File: src/rtl/hazard_pkg.sv
// Shared types and constants for the RV32I hazard controller and its in-flight tracker.
package hazard_pkg;

  localparam int REG_ADDR_W = 5;
  localparam int NUM_REGS   = 1 << REG_ADDR_W;

  typedef struct packed {
    logic                  valid;
    logic [REG_ADDR_W-1:0] rd;
  } inflight_t;

  typedef enum logic [0:0] {
    CTRL_RUN   = 1'b0,
    CTRL_FLUSH = 1'b1
  } ctrl_state_e;

  // One-hot register decode; x0 is still decoded, callers never mark it valid.
  function automatic logic [NUM_REGS-1:0] reg_onehot(input logic [REG_ADDR_W-1:0] addr);
    logic [NUM_REGS-1:0] onehot;
    onehot       = '0;
    onehot[addr] = 1'b1;
    return onehot;
  endfunction

endpackage

File: src/rtl/hazard_controller_inflight_tracker.sv
// Destination-register pipeline from decode issue to writeback, with source-match
// detection against all stages except writeback and a pending-write bitmap.
module inflight_tracker
  import hazard_pkg::*;
#(
  parameter int NUM_STAGES = 3
) (
  input  logic                  clk,
  input  logic                  reset_n,
  input  logic                  i_issue,
  input  logic [REG_ADDR_W-1:0] i_issue_rd,
  input  logic [REG_ADDR_W-1:0] i_rs1_addr,
  input  logic                  i_rs1_en,
  input  logic [REG_ADDR_W-1:0] i_rs2_addr,
  input  logic                  i_rs2_en,
  output logic                  o_match,
  output logic [NUM_REGS-1:0]   o_pending_mask
);

  inflight_t [NUM_STAGES-1:0] r_entry;
  logic      [NUM_STAGES-2:0] w_hit;
  logic                       w_rs1_live;
  logic                       w_rs2_live;

  always_ff @(posedge clk or negedge reset_n) begin
    if (!reset_n) begin
      r_entry <= '0;
    end else begin
      r_entry[0].valid <= i_issue;
      r_entry[0].rd    <= i_issue ? i_issue_rd : '0;
      for (int i = 1; i < NUM_STAGES; i++) begin
        r_entry[i] <= r_entry[i-1];
      end
    end
  end

  assign w_rs1_live = i_rs1_en && (i_rs1_addr != '0);
  assign w_rs2_live = i_rs2_en && (i_rs2_addr != '0);

  // The writeback stage is excluded: the register file is write-through.
  for (genvar gi = 0; gi < NUM_STAGES - 1; gi++) begin : g_hit
    assign w_hit[gi] = r_entry[gi].valid &&
                       ((w_rs1_live && (i_rs1_addr == r_entry[gi].rd)) ||
                        (w_rs2_live && (i_rs2_addr == r_entry[gi].rd)));
  end

  assign o_match = |w_hit;

  always_comb begin
    o_pending_mask = '0;
    for (int i = 0; i < NUM_STAGES; i++) begin
      if (r_entry[i].valid) begin
        o_pending_mask = o_pending_mask | reg_onehot(r_entry[i].rd);
      end
    end
  end

endmodule

File: src/rtl/hazard_controller.sv
// Decode-side sequencing: stalls on RAW hazards (no forwarding), kills IF/ID after
// taken jumps, and counts stall cycles.
module hazard_controller
  import hazard_pkg::*;
#(
  parameter int NUM_WB_STAGES = 3,
  parameter int FLUSH_CYCLES  = 2
) (
  input  logic                  clk,
  input  logic                  reset_n,
  input  logic                  dec_valid,
  input  logic [REG_ADDR_W-1:0] dec_rs1_addr,
  input  logic [REG_ADDR_W-1:0] dec_rs2_addr,
  input  logic                  dec_rs1_rd_en,
  input  logic                  dec_rs2_rd_en,
  input  logic [REG_ADDR_W-1:0] dec_rd_addr,
  input  logic                  dec_rd_wr_en,
  input  logic                  ex_jump_taken,
  output logic                  stall_fetch,
  output logic                  inject_bubble,
  output logic                  flush_if_id,
  output logic [NUM_REGS-1:0]   pending_mask,
  output logic [15:0]           stall_count
);

  localparam int CNT_W = (FLUSH_CYCLES > 2) ? $clog2(FLUSH_CYCLES - 1) : 1;
  localparam logic [CNT_W-1:0] FLUSH_RELOAD =
    (FLUSH_CYCLES > 1) ? CNT_W'(FLUSH_CYCLES - 2) : '0;

  ctrl_state_e      r_state;
  logic [CNT_W-1:0] r_flush_cnt;
  logic [15:0]      r_stall_count;

  logic w_flushing;
  logic w_match;
  logic w_raw_hazard;
  logic w_issue;

  assign w_flushing   = ex_jump_taken || (r_state == CTRL_FLUSH);
  assign w_raw_hazard = dec_valid && !w_flushing && w_match;
  // rd_wr_en should already be low for x0; the address check guards against sloppy decode.
  assign w_issue      = dec_valid && dec_rd_wr_en && (dec_rd_addr != '0) &&
                        !w_raw_hazard && !w_flushing;

  inflight_tracker #(
    .NUM_STAGES (NUM_WB_STAGES)
  ) u_tracker (
    .clk            (clk),
    .reset_n        (reset_n),
    .i_issue        (w_issue),
    .i_issue_rd     (dec_rd_addr),
    .i_rs1_addr     (dec_rs1_addr),
    .i_rs1_en       (dec_rs1_rd_en),
    .i_rs2_addr     (dec_rs2_addr),
    .i_rs2_en       (dec_rs2_rd_en),
    .o_match        (w_match),
    .o_pending_mask (pending_mask)
  );

  always_ff @(posedge clk or negedge reset_n) begin
    if (!reset_n) begin
      r_state     <= CTRL_RUN;
      r_flush_cnt <= '0;
    end else begin
      case (r_state)
        CTRL_RUN: begin
          if (ex_jump_taken && (FLUSH_CYCLES > 1)) begin
            r_state     <= CTRL_FLUSH;
            r_flush_cnt <= FLUSH_RELOAD;
          end
        end
        CTRL_FLUSH: begin
          // A second jump landing mid-flush restarts the kill window.
          if (ex_jump_taken) begin
            r_flush_cnt <= FLUSH_RELOAD;
          end else if (r_flush_cnt == '0) begin
            r_state <= CTRL_RUN;
          end else begin
            r_flush_cnt <= r_flush_cnt - 1'b1;
          end
        end
        default: begin
          r_state     <= CTRL_RUN;
          r_flush_cnt <= '0;
        end
      endcase
    end
  end

  always_ff @(posedge clk or negedge reset_n) begin
    if (!reset_n) begin
      r_stall_count <= '0;
    end else if (w_raw_hazard && (r_stall_count != 16'hFFFF)) begin
      r_stall_count <= r_stall_count + 16'd1;
    end
  end

  assign stall_fetch   = w_raw_hazard;
  assign inject_bubble = w_raw_hazard || w_flushing;
  assign flush_if_id   = w_flushing;
  assign stall_count   = r_stall_count;

endmodule

File: config.mk
export PLATFORM = sky130hd
export DESIGN_NAME = hazard_controller
export DESIGN_NICKNAME = d
export VERILOG_FILES = /design/src/rtl/hazard_pkg.sv /design/src/rtl/hazard_controller_inflight_tracker.sv /design/src/rtl/hazard_controller.sv
export SDC_FILE = /design/constraint.sdc
export NUM_CORES = 1
export LEC_CHECK = 0
export ABC_CLOCK_PERIOD_IN_PS = 2100
export CAP_MARGIN = 20
export CORE_MARGIN = 5
export CORE_UTILIZATION = 30
export CTS_BUF_LIST = sky130_fd_sc_hd__clkbuf_4
export CTS_CLUSTER_DIAMETER = 150
export DETAILED_ROUTE_END_ITERATION = 8
export DONT_BUFFER_PORTS = 1
export PLACE_DENSITY = 0.55
export RECOVER_POWER = 25
export SLEW_MARGIN = 25
export SYNTH_ARGS = -nofsm -noshare
export SYNTH_HDL_FRONTEND = slang
export SYNTH_SLANG_ARGS = --single-unit
File: constraint.sdc
create_clock -name clk -period 2.1 [get_ports clk]
set_clock_uncertainty 0.15 [all_clocks]
set_input_delay 0.42 -clock clk [delete_from_list [all_inputs] [get_ports clk]]
set_output_delay 0.42 -clock clk [all_outputs]
set_load 0.02 [all_outputs]
==> impl_metrics.env, run 1 <==
export IMPL_crit_buf_inv=2
export IMPL_place_inst=411
export IMPL_required_ns=1.53
export IMPL_cpPeakStageDelay_ns=0.46
export IMPL_synth_top_cells_by_area="dfrtp_1 (36%), nand2_1 (11%), a22oi_1 (9.3%)"
export IMPL_die_area_um2=9980
export IMPL_tightestPinTransition_ns=0.848
export IMPL_drc=0
export IMPL_cp_arrival_ns=1.85
export IMPL_clkPwrFrac=0.426
export IMPL_io_pins=73
export IMPL_hold_viol=0
export IMPL_netlist_area_um2=2420
export IMPL_drtIter0Drc=165
export IMPL_async_flop_share=1.00
export IMPL_grt_usage=0.167
export IMPL_grt_first_pass_wirelength_um=13300
export IMPL_die_w_um=99.9
export IMPL_finalSetupViolations=52
export IMPL_synth_avg_cell_area_um2=8.45
export IMPL_port_buffer_count=0
export IMPL_synth_seq_cells=35
export IMPL_htreeDepth=2
export IMPL_drv_cap=0
export IMPL_syn_num_nets=310
export IMPL_cts_sinks=35
export IMPL_synthAdderAreaFrac=0.00516
export IMPL_yosysWarnings=0
export IMPL_core_rowCount=32
export IMPL_violations="setup timing"
export IMPL_antenna_found_initial=0
export IMPL_pwr_share_seq=0.480
export IMPL_worst_slack_ns=-0.322
export IMPL_leakagePower_nw=1.65
export IMPL_drt_pass1_iterations=4
export IMPL_hold_path_class="in2reg"
export IMPL_criticalPathCategory="reg2out"
export IMPL_combPwrFrac=0.094
export IMPL_routabilityCongestion=0.855
export IMPL_num_antenna_cells=0
export IMPL_maxClockFrequency_mhz=413
export IMPL_vias_per_cell=5.45
export IMPL_critPathMaxFanout=4
export IMPL_peakVddDrop_v=0.000369
export IMPL_routedWlPerCell_um=19.0
export IMPL_rsz0062_at_grt="yes"
export IMPL_cts_tree="built"
export IMPL_synth_edf_count=0
export IMPL_final_nets=366
export IMPL_vias=2432
export IMPL_final_cells=446
export IMPL_clockRootBuffer="clkbuf_4"
export IMPL_path_cells="buf_6, xor2_1, nor4_2, o21ai_2, a21boi_4, buf_12"
export IMPL_numCtsBuffers=5
export IMPL_clk_latency_ns=0.34
export IMPL_die_h_um=99.9
export IMPL_period_share=1.15
export IMPL_dp_hpwl_um=5610
export IMPL_overflow=0
export IMPL_slowest_stage="dfrtp_2"
export IMPL_totalWireLength_um=8470
export IMPL_synthToLayoutAreaGrowth_pct=50.9
export IMPL_critPathLaunchType="flop"
export IMPL_slew_headroom=0.434
export IMPL_core_um2=7810
export IMPL_status="complete, but fails checks"
export IMPL_synth_xor_area_frac=0.119
export IMPL_switching_share=0.217
export IMPL_yosysTopAreaCellShare=0.361
export IMPL_grt_pass1_vias=2562
export IMPL_clk_transition_reported_paths_ns=0.12
export IMPL_path_delay_family="flip-flops"
export IMPL_synthSimpleGateAreaFrac=0.328
export IMPL_placed_cell_area_um2=2770
export IMPL_synthCells=287
export IMPL_p_switching_mw=0.313
export IMPL_critPathCaptureType="primary output"
export IMPL_tns_ns=-6.21
export IMPL_fin_crit_ns=2.42
export IMPL_clockBufferDepth=2
export IMPL_post_route_util=0.469
export IMPL_grt_max_degree=36
export IMPL_pwr_density_cell_nw_per_um2=394
export IMPL_yosysTopAreaCell="dfrtp_1"
export IMPL_p_int_mw=1.13
export IMPL_whs_ns=0.0576
export IMPL_ys_flop_type="dfrtp_1"
export IMPL_ant_nets=0
export IMPL_synth_top_family_by_area="simple AND/OR/NAND/NOR gates"
export IMPL_drv_slew=0
export IMPL_drive_gt1_frac=0.517
export IMPL_finalInstanceArea_um2=3660
export IMPL_yosysUniqueCellTypes=36
export IMPL_synth_compound_area_frac=0.131
export IMPL_synth_mux_area_frac=0.0134
export IMPL_initial_core_util=0.311
export IMPL_ys_seq_area_frac=0.361
layer usage:
layer,share of wire,vias to the layer above,track usage
li1,-,1127,-
met1,0.40,1193,0.203
met2,0.48,104,0.273
met3,0.11,8,0.0681
met4,0.0072,0,0.0441
met5,0,-,0
worst paths after layout:
path,start,endpoint,slack (ns),cells past startpoint
worst max-delay path,u_tracker.r_entry[8],stall_fetch,-0.32,6
worst min-delay path,dec_rd_addr[4],u_tracker.r_entry[4],0.06,1
worst max register to register,u_tracker.r_entry[8],stall_count[14],-0.13,8
worst min register to register,stall_count[2],stall_count[2],0.39,1
max in group asynchronous,reset_n,u_tracker.r_entry[4],0.63,2
min in group asynchronous,reset_n,u_tracker.r_entry[10],0.59,2
registers in the layout (all words and copies together) (netlist names):
signal             cells
stall_count           16
r_state                1
u_tracker.r_entry     18
layout by cell type, fill, tap and decap left out, types with 3 or more instances in the layout:
cell / instances
a22oi_2: 30
and3b_1: 5
dfrtp_1: 30
nor3b_4: 4
clkbuf_4: 6
nor2_1: 5
nand4_1: 3
and3_1: 13
xnor2_1: 22
buf_4: 32
buf_6: 27
inv_1: 4
nor3b_2: 7
xnor2_2: 3
nand2_2: 31
xor2_1: 8
and2_1: 5
nand3_1: 14
nor4_2: 3
and3b_2: 4
nand2_1: 38
dfrtp_2: 5
cell type report:
cell class | count | area, um2
Sequential cell | 35 | 882
Clock inverter | 2 | 60.1
Timing Repair Buffer | 66 | 628
Fill cell | 749 | 4150
Multi-Input combinational cell | 231 | 1900
Clock buffer | 6 | 45.0
Inverter | 4 | 15.0
Tap cell | 102 | 128
worst register-to-register path, cell delays in order, from the launching register on:
cell and delay (ns):
dfrtp_2 0.46, buf_6 0.13, xor2_1 0.14, nor4_2 0.31, o21ai_2 0.13, a21boi_4 0.21
buf_4 0.18, nand4_1 0.10, mux2_1 0.31
stage by stage:
stage                     power, mW  worst slack, ns
final                          1.44           -0.322
after global routing           1.50           -0.413
after CTS                      1.45           -0.305
after detailed placement      0.780           -0.231
after global placement        0.780           -0.203
after floorplan               0.758           -0.106
synthesized netlist by cell type (all sizes together) (4+ instances only):
| master | count |
|---|---|
| a22oi | 30 |
| and2 | 5 |
| and3 | 15 |
| and3b | 9 |
| buf | 10 |
| clkbuf | 7 |
| dfrtp | 35 |
| inv | 4 |
| nand2 | 70 |
| nand3 | 16 |
| nor2 | 9 |
| nor3b | 12 |
| nor4 | 4 |
| o21ai | 4 |
| xnor2 | 25 |
| xor2 | 8 |
kinds of logic (layout without fill, tap and decap cells):
family,Yosys count,after routing
compound gates,41,41
xor+xnor,33,33
fa+ha+maj,1,1
buf+inv,21,78
flops,35,35
mux,3,3
simple gates,153,153
timing repair:
action	CTS	global route
setup buffers	15	11
resized for setup	124	24
pin swaps	61	31
gates cloned	3	0
endpoints found under the setup margin	56	54
hold buffers	3	0
endpoints found under the hold margin	36	0
power by group through the flow:
stage,registers [mW],logic [mW],clock network (mW)
after floorplan,0.700,0.0576,0
after global placement,0.702,0.0775,0
after detailed placement,0.703,0.0776,0
after CTS,0.691,0.128,0.633
after global routing,0.693,0.145,0.659
final,0.691,0.135,0.614
Note: power is estimated with default switching activity, not from simulation.
==> run 2: changes to the inputs <==
- CELL_PAD_IN_SITES_DETAIL_PLACEMENT: unset -> 0
- CELL_PAD_IN_SITES_GLOBAL_PLACEMENT: unset -> 2
- PLACE_DENSITY: 0.55 -> 0.8
==> run 2 against run 1 <==
The flow still finishes with violations (setup timing). Register-to-register slack got worse by 0.08 ns. Non-clock buffer count shrank 4. Total power down 10%. Sequential cell count is the same. Combinational power is 5% lower. Sequential share of layout area rose by 0.13 points. Largest cell class unchanged.
==> impl_metrics.env, run 2 (synthesis results as in run 1) <==
export IMPL_status="complete, but fails checks"
export IMPL_violations="setup timing"
export IMPL_n_fill_cell=738
export IMPL_die_area_um2=9980
export IMPL_cpPeakStageDelay_ns=0.43
export IMPL_hold_viol=0
export IMPL_grt_max_degree=36
export IMPL_cp_arrival_ns=1.84
export IMPL_drv_cap=0
export IMPL_drc=0
export IMPL_maxClockFrequency_mhz=415
export IMPL_drt_pass1_iterations=5
export IMPL_peakVddDrop_v=0.000584
export IMPL_totalWireLength_um=8050
export IMPL_place_inst=412
export IMPL_ff2ff_path_depth=9
export IMPL_die_w_um=99.9
export IMPL_antenna_found_initial=0
export IMPL_grt_usage=0.158
export IMPL_core_rowCount=32
export IMPL_path_delay_family="flip-flops"
export IMPL_worst_slack_ns=-0.312
export IMPL_leakagePower_nw=1.60
export IMPL_switching_share=0.239
export IMPL_final_cell_mix="nand2_1 (36), nand2_2 (31), a22oi_2 (30), buf_4 (30), dfrtp_1 (30)"
export IMPL_path_cells="buf_6, xor2_2, nor4_2, o21ai_2, a21boi_4, buf_12"
export IMPL_post_route_util=0.466
export IMPL_initial_core_util=0.311
export IMPL_drive_gt1_frac=0.526
export IMPL_reg2reg_from="u_tracker.r_entry[8]"
export IMPL_critPathMaxFanout=2
export IMPL_drtIter0Drc=71
export IMPL_p_switching_mw=0.309
export IMPL_drv_slew=0
export IMPL_routedWlPerCell_um=18.2
export IMPL_combPwrFrac=0.099
export IMPL_cts_tree="built"
export IMPL_fin_crit_ns=2.41
export IMPL_numCtsBuffers=5
export IMPL_synthToLayoutAreaGrowth_pct=50.1
export IMPL_reg2reg_setup_slack_ns=-0.21
export IMPL_finalSetupViolations=53
export IMPL_die_h_um=99.9
export IMPL_critPathCaptureType="primary output"
export IMPL_vias=2391
export IMPL_p_int_mw=0.985
export IMPL_hold_path_class="in2reg"
export IMPL_worst_r2r_endpoint="stall_count[14]"
export IMPL_rsz0062_at_grt="yes"
export IMPL_core_um2=7810
export IMPL_io_pins=73
export IMPL_finalInstanceArea_um2=3640
export IMPL_clk_transition_reported_paths_ns=0.11
export IMPL_routabilityCongestion=0.862
export IMPL_period_share=1.15
export IMPL_dp_hpwl_um=5580
export IMPL_clockRootBuffer="clkbuf_4"
export IMPL_port_buffer_count=0
export IMPL_critPathLaunchType="flop"
export IMPL_htreeDepth=2
export IMPL_critical_path_startpoint="u_tracker.r_entry[8]"
export IMPL_slowest_stage="dfrtp_1"
export IMPL_grt_first_pass_wirelength_um=12500
export IMPL_largest_reg_flops=18
export IMPL_layout_commonest_cell="nand2_1"
export IMPL_clkPwrFrac=0.366
export IMPL_required_ns=1.53
export IMPL_path_depth=6
export IMPL_cp_endpoint="stall_fetch"
export IMPL_clockBufferDepth=2
export IMPL_overflow=0
export IMPL_criticalPathCategory="reg2out"
export IMPL_tightestPinTransition_ns=0.880
export IMPL_num_antenna_cells=0
export IMPL_cts_sinks=35
export IMPL_vias_per_cell=5.41
export IMPL_clk_latency_ns=0.34
export IMPL_final_cells=442
export IMPL_grt_pass1_vias=2337
export IMPL_ant_nets=0
export IMPL_power_mw=1.29
export IMPL_crit_buf_inv=2
export IMPL_slew_headroom=0.414
export IMPL_regMostFlops="u_tracker.r_entry"
export IMPL_pwr_share_seq=0.535
export IMPL_placed_cell_area_um2=2790
export IMPL_pwr_density_cell_nw_per_um2=356
export IMPL_final_nets=362
[run 2: changes by cell type in the layout (fill, tap and decap cells not counted), sizes merged]
cell | before | now
buf | 62 | 58
clkinv | 0 | 2
bufinv | 2 | 1
clkbuf | 8 | 7
[run 2: per-stage QoR]
| step | setup TNS [ns] | setup slack (ns) | hold slack, ns |
|---|---|---|---|
| finish | -6.59 | -0.312 | 0.0594 |
| global route | -11.52 | -0.413 | 0.0313 |
| CTS | -4.98 | -0.304 | 0.0377 |
| detailed placement | -3.39 | -0.225 | -0.0247 |
| global placement | -2.64 | -0.203 | -0.0247 |
| floorplan | -0.559 | -0.106 | -0.0256 |
[run 2: worst min path at each step]
stage / start / depth (start not counted) / to / slack, ns
floorplan: reset_n / 0 / r_state / -0.03
finish: dec_rd_addr[1] / 1 / u_tracker.r_entry[1] / 0.06
detailed placement: reset_n / 0 / stall_count[8] / -0.02
global placement: reset_n / 0 / stall_count[11] / -0.02
global route: dec_rd_addr[1] / 1 / u_tracker.r_entry[1] / 0.03
CTS: dec_rd_addr[1] / 1 / u_tracker.r_entry[1] / 0.04
[run 2: area by class of cell]
type,count,area (um2),share of cell area
tap,102,128,0.0351
sequential,35,882,0.242
clock inverter,3,38.8,0.0107
timing repair buffer,62,622,0.171
clock buffer,5,37.5,0.0103
multi-input combinational,231,1920,0.527
inverter,4,15.0,0.00413
[run 2: repair_timing]
item / in CTS / in global routing
hold endpoints to repair: 36 / 0
cloned: 1 / 0
gates resized for setup: 124 / 22
setup buffers: 14 / 6
pin swaps: 52 / 30
endpoints found under the setup margin: 55 / 55
hold buffers: 3 / 0
[run 2: power groups by stage]
stage               sequential, mW  clock (mW)  combinational (mW)
floorplan                    0.700           0              0.0576
global placement             0.703           0              0.0776
detailed placement           0.704           0              0.0777
CTS                          0.691       0.493               0.128
global route                 0.694       0.529               0.139
finish                       0.692       0.474               0.128
[run 2: routing by layer]
| layer | GRT usage | vias up | part of all wire |
|---|---|---|---|
| li1 | - | 1123 | - |
| met1 | 0.197 | 1179 | 0.42 |
| met2 | 0.273 | 77 | 0.50 |
| met3 | 0.0375 | 12 | 0.068 |
| met4 | 0.0378 | 0 | 0.019 |
| met5 | 0 | - | 0 |
[run 2: worst reg2reg max path, stage by stage (launching register included)]
cell	delay, ns
dfrtp_1	0.43
buf_6	0.15
xor2_2	0.14
nor4_2	0.28
o21ai_2	0.12
a21boi_4	0.23
buf_4	0.15
buf_6	0.11
nand4_1	0.11
mux2_1	0.33
==> run 3: changes to the inputs <==
- REMOVE_ABC_BUFFERS: unset -> 1
- SKIP_LAST_GASP: unset -> 1
==> run 3 against run 2 <==
The flow still finishes with violations (setup timing). Final area shrank 0.65%. Via count decreased by 0.29%. Worst hold slack improved by 0.0015 ns. Largest power group unchanged. Sequential cell count unchanged. Wire length grew 0.47%. Sequential power barely moved. Worst setup slack better by 0.055 ns.
==> impl_metrics.env, run 3 (synthesis results as in run 1) <==
export IMPL_finalSetupViolations=49
export IMPL_clockRootBuffer="clkbuf_4"
export IMPL_grt_first_pass_wirelength_um=13300
export IMPL_place_inst=411
export IMPL_violations="setup timing"
export IMPL_final_nets=366
export IMPL_tns_ns=-4.66
export IMPL_maxClockFrequency_mhz=424
export IMPL_drive_gt1_frac=0.523
export IMPL_antenna_found_initial=0
export IMPL_required_ns=1.53
export IMPL_numCtsBuffers=5
export IMPL_path_cells="xnor2_2, nand3_1, nor4_2, o21ai_2, a21boi_4, buf_12"
export IMPL_clk_transition_reported_paths_ns=0.11
export IMPL_hold_path_class="in2reg"
export IMPL_pwr_density_cell_nw_per_um2=327
export IMPL_largest_reg_flops=18
export IMPL_drtIter0Drc=63
export IMPL_final_cells=446
export IMPL_worst_slack_ns=-0.257
export IMPL_port_buffer_count=0
export IMPL_core_rowCount=32
export IMPL_regMostFlops="u_tracker.r_entry"
export IMPL_period_share=1.12
export IMPL_drt_pass1_iterations=4
export IMPL_slowest_stage="dfrtp_2"
export IMPL_cts_tree="built"
export IMPL_holdPathStages=1
export IMPL_routedWlPerCell_um=18.1
export IMPL_critPathLaunchType="flop"
export IMPL_peakVddDrop_v=0.000214
export IMPL_cp_arrival_ns=1.79
export IMPL_drv_slew=0
export IMPL_clk_latency_ns=0.34
export IMPL_vias_per_cell=5.35
export IMPL_cts_sinks=35
export IMPL_die_area_um2=9980
export IMPL_grt_max_degree=36
export IMPL_path_depth=6
export IMPL_synthToLayoutAreaGrowth_pct=49.1
export IMPL_clockBufferDepth=2
export IMPL_ant_nets=0
export IMPL_overflow=0
export IMPL_core_um2=7810
export IMPL_io_pins=73
export IMPL_ff2ff_path_depth=9
export IMPL_num_antenna_cells=0
export IMPL_cpPeakStageDelay_ns=0.48
export IMPL_hold_viol=0
export IMPL_tightestPinTransition_ns=0.880
export IMPL_power_mw=1.18
export IMPL_die_w_um=99.9
export IMPL_rsz0062_at_grt="yes"
export IMPL_slew_headroom=0.413
export IMPL_totalWireLength_um=8090
export IMPL_routabilityCongestion=0.831
export IMPL_critPathCaptureType="primary output"
export IMPL_drc=0
export IMPL_critPathMaxFanout=4
export IMPL_htreeDepth=2
export IMPL_criticalPathCategory="reg2out"
export IMPL_post_route_util=0.463
export IMPL_die_h_um=99.9
export IMPL_crit_buf_inv=1
export IMPL_initial_core_util=0.311
export IMPL_fin_crit_ns=2.36
export IMPL_dp_hpwl_um=5570
export IMPL_drv_cap=0
export IMPL_leakagePower_nw=1.61
export IMPL_grt_pass1_vias=2450
export IMPL_vias=2384
export IMPL_status="complete, but fails checks"
export IMPL_layout_commonest_cell="nand2_1"
export IMPL_final_cell_mix="nand2_1 (37), buf_4 (34), nand2_2 (31)"
export IMPL_grt_usage=0.164
export IMPL_path_delay_family="flip-flops"
-- run 3: report_power, final --
group | switching [mW] | total, mW | internal [mW] | leakage [nW]
registers | 0.0105 | 0.692 | 0.682 | 0.468
logic | 0.0679 | 0.125 | 0.0573 | 1.11
clock network | 0.236 | 0.364 | 0.128 | 0.0272
total | 0.315 | 1.18 | 0.867 | 1.61
-- run 3: cell type report --
cell class / count / area, um2
fill: 775 / 4190
multi-input combinational: 231 / 1870
sequential: 35 / 885
timing repair buffer: 66 / 657
tap: 102 / 128
clock buffer: 5 / 37.5
clock inverter: 3 / 20.0
inverter: 4 / 15.0
-- run 3: layer usage --
metal | global-route usage | vias up | share of wire
li1 | - | 1127 | -
met1 | 0.199 | 1178 | 0.39
met2 | 0.299 | 73 | 0.54
met3 | 0.0403 | 6 | 0.062
met4 | 0.0242 | 0 | 0.0053
met5 | 0 | - | 0
-- run 3: path summary, 6_finish.rpt --
kind	from	slack, ns	to
max reg2reg	u_tracker.r_entry[4]	-0.15	stall_count[14]
min in group asynchronous	reset_n	0.59	stall_count[12]
max in group asynchronous	reset_n	0.60	u_tracker.r_entry[0]
min	dec_rd_addr[4]	0.06	u_tracker.r_entry[4]
min reg2reg	u_tracker.r_entry[5]	0.38	u_tracker.r_entry[11]
max	u_tracker.r_entry[4]	-0.26	stall_fetch
-- run 3: through the flow --
stage	hold slack (ns)	worst slack (ns)	cell area, um2
finish	0.0608	-0.257	3620
global route	0.0300	-0.383	3620
CTS	0.0427	-0.290	3500
detailed placement	-0.0248	-0.246	2780
global placement	-0.0245	-0.223	2780
floorplan	-0.0256	-0.172	2340
-- run 3: timing repair --
item,4_1_cts,5_1_grt
cloned,1,0
pin swaps,46,17
endpoints found under the hold margin,36,0
endpoints found under the setup margin,54,49
gates resized for setup,107,33
buffers inserted,23,5
hold buffers,3,0
